`src/rtl/defuse_controller.sv`:
```
// defuse_controller
//   Countdown/defuse sequencer for the bomb game. Owns the seconds prescaler,
//   the remaining-time register (binary 0..99) and the code-entry tracker.
//
// Ports:
//   clk           in   system clock
//   async_nreset  in   asynchronous, active-low reset
//   start         in   single-cycle arm request (honoured in IDLE/DEFUSED)
//   digit_valid   in   one-cycle keypad strobe
//   digit         in   keypad value, 10..15 never match
//   tens, units   out  BCD of remaining seconds (combinational from register)
//   state         out  0 IDLE, 1 ARMED, 2 DEFUSED, 3 EXPLODED
//   blink         out  explosion blink phase, 0 outside EXPLODED
//   errors        out  wrong-digit count, saturating at 3
//   digit_idx     out  index of the next expected code digit
module defuse_controller #(
    parameter int          CLK_PER_SEC     = 50000000,
    parameter int          START_SECONDS   = 30,
    parameter logic [15:0] CODE            = 16'h1234,
    parameter int          MAX_ERRORS      = 3,
    parameter int          PENALTY_SECONDS = 5
) (
    input  logic       clk,
    input  logic       async_nreset,
    input  logic       start,
    input  logic       digit_valid,
    input  logic [3:0] digit,
    output logic [3:0] tens,
    output logic [3:0] units,
    output logic [1:0] state,
    output logic       blink,
    output logic [1:0] errors,
    output logic [1:0] digit_idx
);

    typedef enum logic [1:0] {
        S_IDLE     = 2'd0,
        S_ARMED    = 2'd1,
        S_DEFUSED  = 2'd2,
        S_EXPLODED = 2'd3
    } state_t;

    localparam int             PW        = (CLK_PER_SEC > 2) ? $clog2(CLK_PER_SEC) : 1;
    localparam logic [PW-1:0]  PRE_LAST  = PW'(CLK_PER_SEC - 1);
    localparam logic [PW-1:0]  PRE_HALF  = PW'(CLK_PER_SEC / 2 - 1);
    localparam logic [6:0]     START_VAL = 7'(START_SECONDS);
    localparam logic [7:0]     PENALTY   = 8'(PENALTY_SECONDS);

    state_t        state_q, state_d;
    logic [6:0]    rem_q, rem_d;
    logic [1:0]    err_q, err_d;
    logic [1:0]    idx_q, idx_d;
    logic          blink_q, blink_d;
    logic [PW-1:0] pre_q, pre_d;

    logic       running, sec_tick, half_tick;
    logic [3:0] code_nib;
    logic       wrong, hit, err_limit;
    logic [7:0] dec, rem_ext;
    logic [6:0] rem_next;
    logic [1:0] err_inc;

    // Prescaler only runs while the clock is visibly doing something.
    assign running   = (state_q == S_ARMED) || (state_q == S_EXPLODED);
    assign sec_tick  = running && (pre_q == PRE_LAST);
    assign half_tick = running && ((pre_q == PRE_HALF) || (pre_q == PRE_LAST));

    // First code digit lives in the MSB nibble.
    always_comb begin
        code_nib = CODE[15:12];
        case (idx_q)
            2'd0: code_nib = CODE[15:12];
            2'd1: code_nib = CODE[11:8];
            2'd2: code_nib = CODE[7:4];
            2'd3: code_nib = CODE[3:0];
            default: code_nib = CODE[15:12];
        endcase
    end

    assign wrong = digit_valid && (digit != code_nib);
    assign hit   = digit_valid && (digit == code_nib);

    // Tick and penalty combine into a single saturating subtraction.
    assign dec      = {7'd0, sec_tick} + (wrong ? PENALTY : 8'd0);
    assign rem_ext  = {1'b0, rem_q};
    assign rem_next = (rem_ext > dec) ? 7'(rem_ext - dec) : 7'd0;

    assign err_inc   = (err_q == 2'd3) ? 2'd3 : err_q + 2'd1;
    assign err_limit = wrong && ((3'(err_q) + 3'd1) == 3'(MAX_ERRORS));

    always_ff @(posedge clk or negedge async_nreset) begin
        if (!async_nreset) begin
            state_q <= S_IDLE;
            rem_q   <= START_VAL;
            err_q   <= 2'd0;
            idx_q   <= 2'd0;
            blink_q <= 1'b0;
            pre_q   <= '0;
        end else begin
            state_q <= state_d;
            rem_q   <= rem_d;
            err_q   <= err_d;
            idx_q   <= idx_d;
            blink_q <= blink_d;
            pre_q   <= pre_d;
        end
    end

    always_comb begin
        state_d = state_q;
        rem_d   = rem_q;
        err_d   = err_q;
        idx_d   = idx_q;
        blink_d = 1'b0;
        pre_d   = '0;
        if (running) pre_d = (pre_q == PRE_LAST) ? '0 : pre_q + 1'b1;

        case (state_q)
            S_IDLE, S_DEFUSED: begin
                // Arming reloads everything and restarts the prescaler phase.
                if (start) begin
                    state_d = S_ARMED;
                    rem_d   = START_VAL;
                    err_d   = 2'd0;
                    idx_d   = 2'd0;
                    pre_d   = '0;
                end
            end
            S_ARMED: begin
                if (hit && idx_q == 2'd3) begin
                    // Final digit wins over a same-cycle tick: time is frozen as-is.
                    state_d = S_DEFUSED;
                    idx_d   = idx_q + 2'd1;
                end else begin
                    if (wrong) begin
                        idx_d = 2'd0;
                        err_d = err_inc;
                    end else if (hit) begin
                        idx_d = idx_q + 2'd1;
                    end
                    if (rem_next == 7'd0 || err_limit) begin
                        state_d = S_EXPLODED;
                        rem_d   = 7'd0;
                        pre_d   = '0;
                        blink_d = 1'b1;
                    end else begin
                        rem_d = rem_next;
                    end
                end
            end
            S_EXPLODED: begin
                rem_d   = 7'd0;
                blink_d = half_tick ? ~blink_q : blink_q;
            end
            default: state_d = S_IDLE;
        endcase
    end

    assign state     = state_q;
    assign tens      = 4'(rem_q / 7'd10);
    assign units     = 4'(rem_q % 7'd10);
    assign blink     = blink_q;
    assign errors    = err_q;
    assign digit_idx = idx_q;

endmodule

```
`config.mk`:
```
export PLATFORM = sky130hd
export DESIGN_NAME = defuse_controller
export DESIGN_NICKNAME = d
export VERILOG_FILES = /design/src/rtl/defuse_controller.sv
export SDC_FILE = /design/constraint.sdc
export NUM_CORES = 1
export LEC_CHECK = 0
export BUFFER_PORTS_ARGS = -buffer_cell sky130_fd_sc_hd__buf_2
export CORE_MARGIN = 3
export CORE_UTILIZATION = 60
export DETAILED_ROUTE_END_ITERATION = 10
export PLACE_DENSITY_LB_ADDON = 0.1
export SKIP_CTS_REPAIR_TIMING = 1
export SKIP_LAST_GASP = 1
export SLEW_MARGIN = 20
export SYNTH_ARGS = -nofsm -noshare
export SYNTH_HDL_FRONTEND = slang
export SYNTH_SLANG_ARGS = --single-unit
```
`constraint.sdc`:
```
create_clock -name clk -period 4.8 [get_ports clk]
set_input_delay 0.24 -clock clk [delete_from_list [all_inputs] [get_ports clk]]
set_output_delay 0.24 -clock clk [all_outputs]
set_load 0.005 [all_outputs]
```
==> summary.md <==
| Metric | Value |
|---|---|
| Status | complete, no violations |
| Utilization after layout | 68.19% |
| Grt total ovfl | 0 |
| Vias | 2385 |
| Setup ws final | 0.3130 ns |
| Via-to-Cell Ratio | 6.038 |
| I/O Pins | 23 |
| Crit start category | register |
| Comb pwr share | 30.1% |
| Clock Path Buffers | 2 |
| Period utilization | 93.48% |
| Setup TNS | 0 ns |
| Total core area | 0.004444 mm² |
| Starting Density | 63.34% |
| Vias in the first global route | 2261 |
| Largest net degree at the start of global routing | 41 |
| CTS H-tree lvls | 2 |
| Worst vdd ir | 0.0002264 V |
| DRC violation count after routing | 0 |
| DR pass1 iterations | 4 |
| Area Overhead vs Synth | 7.645% |
| Diodes inserted | 0 |
| Hold Crit Class | input pin to async pin |
| Worst-margin pin slew | 0.8644 ns |
| GRT Util Overall | 23.25% |
| Number of flops mapped to enable cells by yosys | 0 |
| Fillers | 388 |
| Antenna viol nets, final | 0 |
| Syn Area/Cell | 8.689 µm² |
| Drt total wl | 5.785 mm |
| Slowest stage delay, CP | 0.52 ns |
| Worst EP required | 4.95 ns |
| Worst skew pair latency | 0.29 ns |
| Final max-slew violation count | 0 |
| Yosys warns | 0 |
| Post-synth top flop | dfrtp_1 |
| CTS tree | built |
| Max Cap Viol | 0 |
| Yosys cell types | 67 |
| Post-Syn Nets | 342 |
| Critical Path, Cell by Cell | inv_1, ha_1, or3_4, a2111o_1, nand2_1, inv_1, ha_1, ha_1, inv_1, fa_1, nor4_1, a21oi_1, a2111o_1, o21ai_2, nor2_1 |
| Yosys top cell by area | dfrtp_1 |
| Synth top area cells | dfrtp_1, nor2_1, xnor2_1 |
| Routed WL per cell | 14.65 µm |
| RSZ-0062 raised after global routing | false |
| Sink Count | 40 |
| Synth Cell Area | 0.002815 mm² |
| Pre-CTS setup slack | 0.2591 ns |
| Clock Root Buffer | clkbuf_8 |
| Die area | 0.005550 mm² |
| P_sw | 370.0 µW |
| CP arrival | 4.64 ns |
| Die X | 74.50 µm |
| Final Hold Fails | 0 |
| Site Rows | 24 |
| Sw frac | 35.50% |
| Area share of the largest cell type after synthesis | 32.00% |
| Initial antenna violation count | 0 |
| Starting DRC count in detailed routing | 182 |
| Lkg Pwr | 1.295 nW |
| Global-route wire length before repair | 10.07 mm |
| Height of the die | 74.50 µm |
| Setup Skew | 0.007322 ns |
| Synthesized flop and latch total | 40 |
| Asr flop ratio synth | 100.0% |
| Crit Path Class | register to register |
| Internal | 672.2 µW |
| CP endpoint kind | register |
| Pwr Density | 343.9 mW/mm² |
| Fmax | 0.2229 GHz |
| Min Tclk post-route | 4.487 ns |
| GP Congestion | 0.8509 |
| Clock power frac | 21.7% |
| Rel. slew slack | 41.93% |
| Post-DP HPWL | 4.247 mm |
| Syn Inst Count | 324 |
| Nets@finish | 360 |
| Critical path fanouts, max | 10 |
| Crit-path slowest cell | a2111o_1 |
| Final setup fails | 0 |
| Reg power frac | 48.2% |
| Sequential-to-total area share from yosys stat | 35.73% |
| CTS clk-pin slew, worst paths | 0.07 ns |
| Port bufs | 22 |
| Layout cells sized above 1 | 16.03% |
| TritonCTS buffer count | 5 |
layer usage:
layer / share of wire, % / global-route usage, %
met1: 44 / 29.61
met2: 51 / 39.32
met3: 3.2 / 4.595
met4: 2.0 / 8.300
met5: 0 / 0
worst max-delay path: cells and delay by family, from the launching register on:
kind | cells | cell delay [ns]
buf+inv | 3 | 0.23
flops | 1 | 0.40
simple gates | 4 | 1.05
fa+ha+maj | 4 | 1.14
compound gates | 4 | 1.53
worst paths after layout:
kind / start / to / slack (ns) / depth (start not counted)
max in group asynchronous: async_nreset / pre_q[4] / 4.19 / 1
worst max-delay path: digit_idx[0] / pre_q[10] / 0.31 / 15
worst max register to register: digit_idx[0] / pre_q[10] / 0.31 / 15
worst min-delay path: async_nreset / errors[1] / 0.06 / 1
min in group clk: start / state[1] / 0.33 / 4
worst min register to register: pre_q[0] / pre_q[0] / 0.50 / 1
power by group through the flow:
stage                     sequential [mW]  clock, mW  combinational, mW
final                               0.503      0.226              0.314
after global routing                0.514      0.250              0.358
after CTS                           0.502      0.236              0.317
after detailed placement            0.507          0              0.316
after global placement              0.504          0              0.306
after floorplan                     0.487          0              0.244
cell usage after synthesis (all sizes together), types with 2 or more instances:
library cell  number
nor2              50
dfrtp             36
nand2             22
inv               21
nand3             20
xnor2             18
a21oi             14
xor2              12
nand4             10
nor3              10
o21ai             10
buf                9
ha                 9
o22ai              7
nand2b             6
nor4               6
a31oi              5
and3               4
dfstp              4
o21a               4
clkbuf             3
nor2b              3
a2111o             2
a2111oi            2
a21o               2
a31o               2
and2               2
mux2i              2
nor3b              2
o211ai             2
o31ai              2
or3                2
per-stage QoR:
| stage | hold slack [ns] | power, mW | instances | area [µm²] |
|---|---|---|---|---|
| after global routing | 0.1259 | 1.122 | 395 | 3030 |
| after CTS | 0.09248 | 1.055 | 394 | 3010 |
| after global placement | 0.4038 | 0.8093 | 386 | 2920 |
| final | 0.05793 | 1.042 | 395 | 3030 |
| after detailed placement | 0.4145 | 0.8227 | 386 | 2920 |
| after floorplan | -0.05559 | 0.7309 | 324 | 2815 |
cell usage in the layout, fill, tap and decap left out, types with 12 or more instances in the layout:
cell type | Yosys | routed
a21oi_1 | 13 | 13
buf_2 | 2 | 22
dfrtp_1 | 36 | 36
inv_1 | 20 | 20
nand2_1 | 22 | 22
nand3_1 | 20 | 20
nor2_1 | 41 | 41
xnor2_1 | 17 | 17
xor2_1 | 12 | 12
kinds of logic after synthesis:
| kind of cell | after synthesis | share of synthesized area [%] |
|---|---|---|
| buffers and inverters | 34 | 5.422 |
| xor gates and xnor gates | 30 | 9.600 |
| AOI/OAI and AO/OA | 63 | 17.56 |
| adders and majority gates | 10 | 4.711 |
| and+or+nand+nor | 145 | 26.27 |
| DFF | 40 | 35.73 |
| muxes | 2 | 0.7111 |
layout make-up:
cell class | count | area (µm²) | share of cell area, %
clock buffers | 8 | 90.09 | 2.973
multi-input cells | 250 | 1657 | 54.67
inverters | 22 | 82.58 | 2.725
well taps | 52 | 65.06 | 2.147
flip-flops and latches | 40 | 1006 | 33.20
repair buffers | 23 | 130.1 | 4.294
registers in the layout, indices dropped and copies added (netlist names):
signal     flops
blink          1
rem_q          7
pre_q         26
errors         2
digit_idx      2
state          2
No activity file was read; power rests on OpenSTA's default activity.
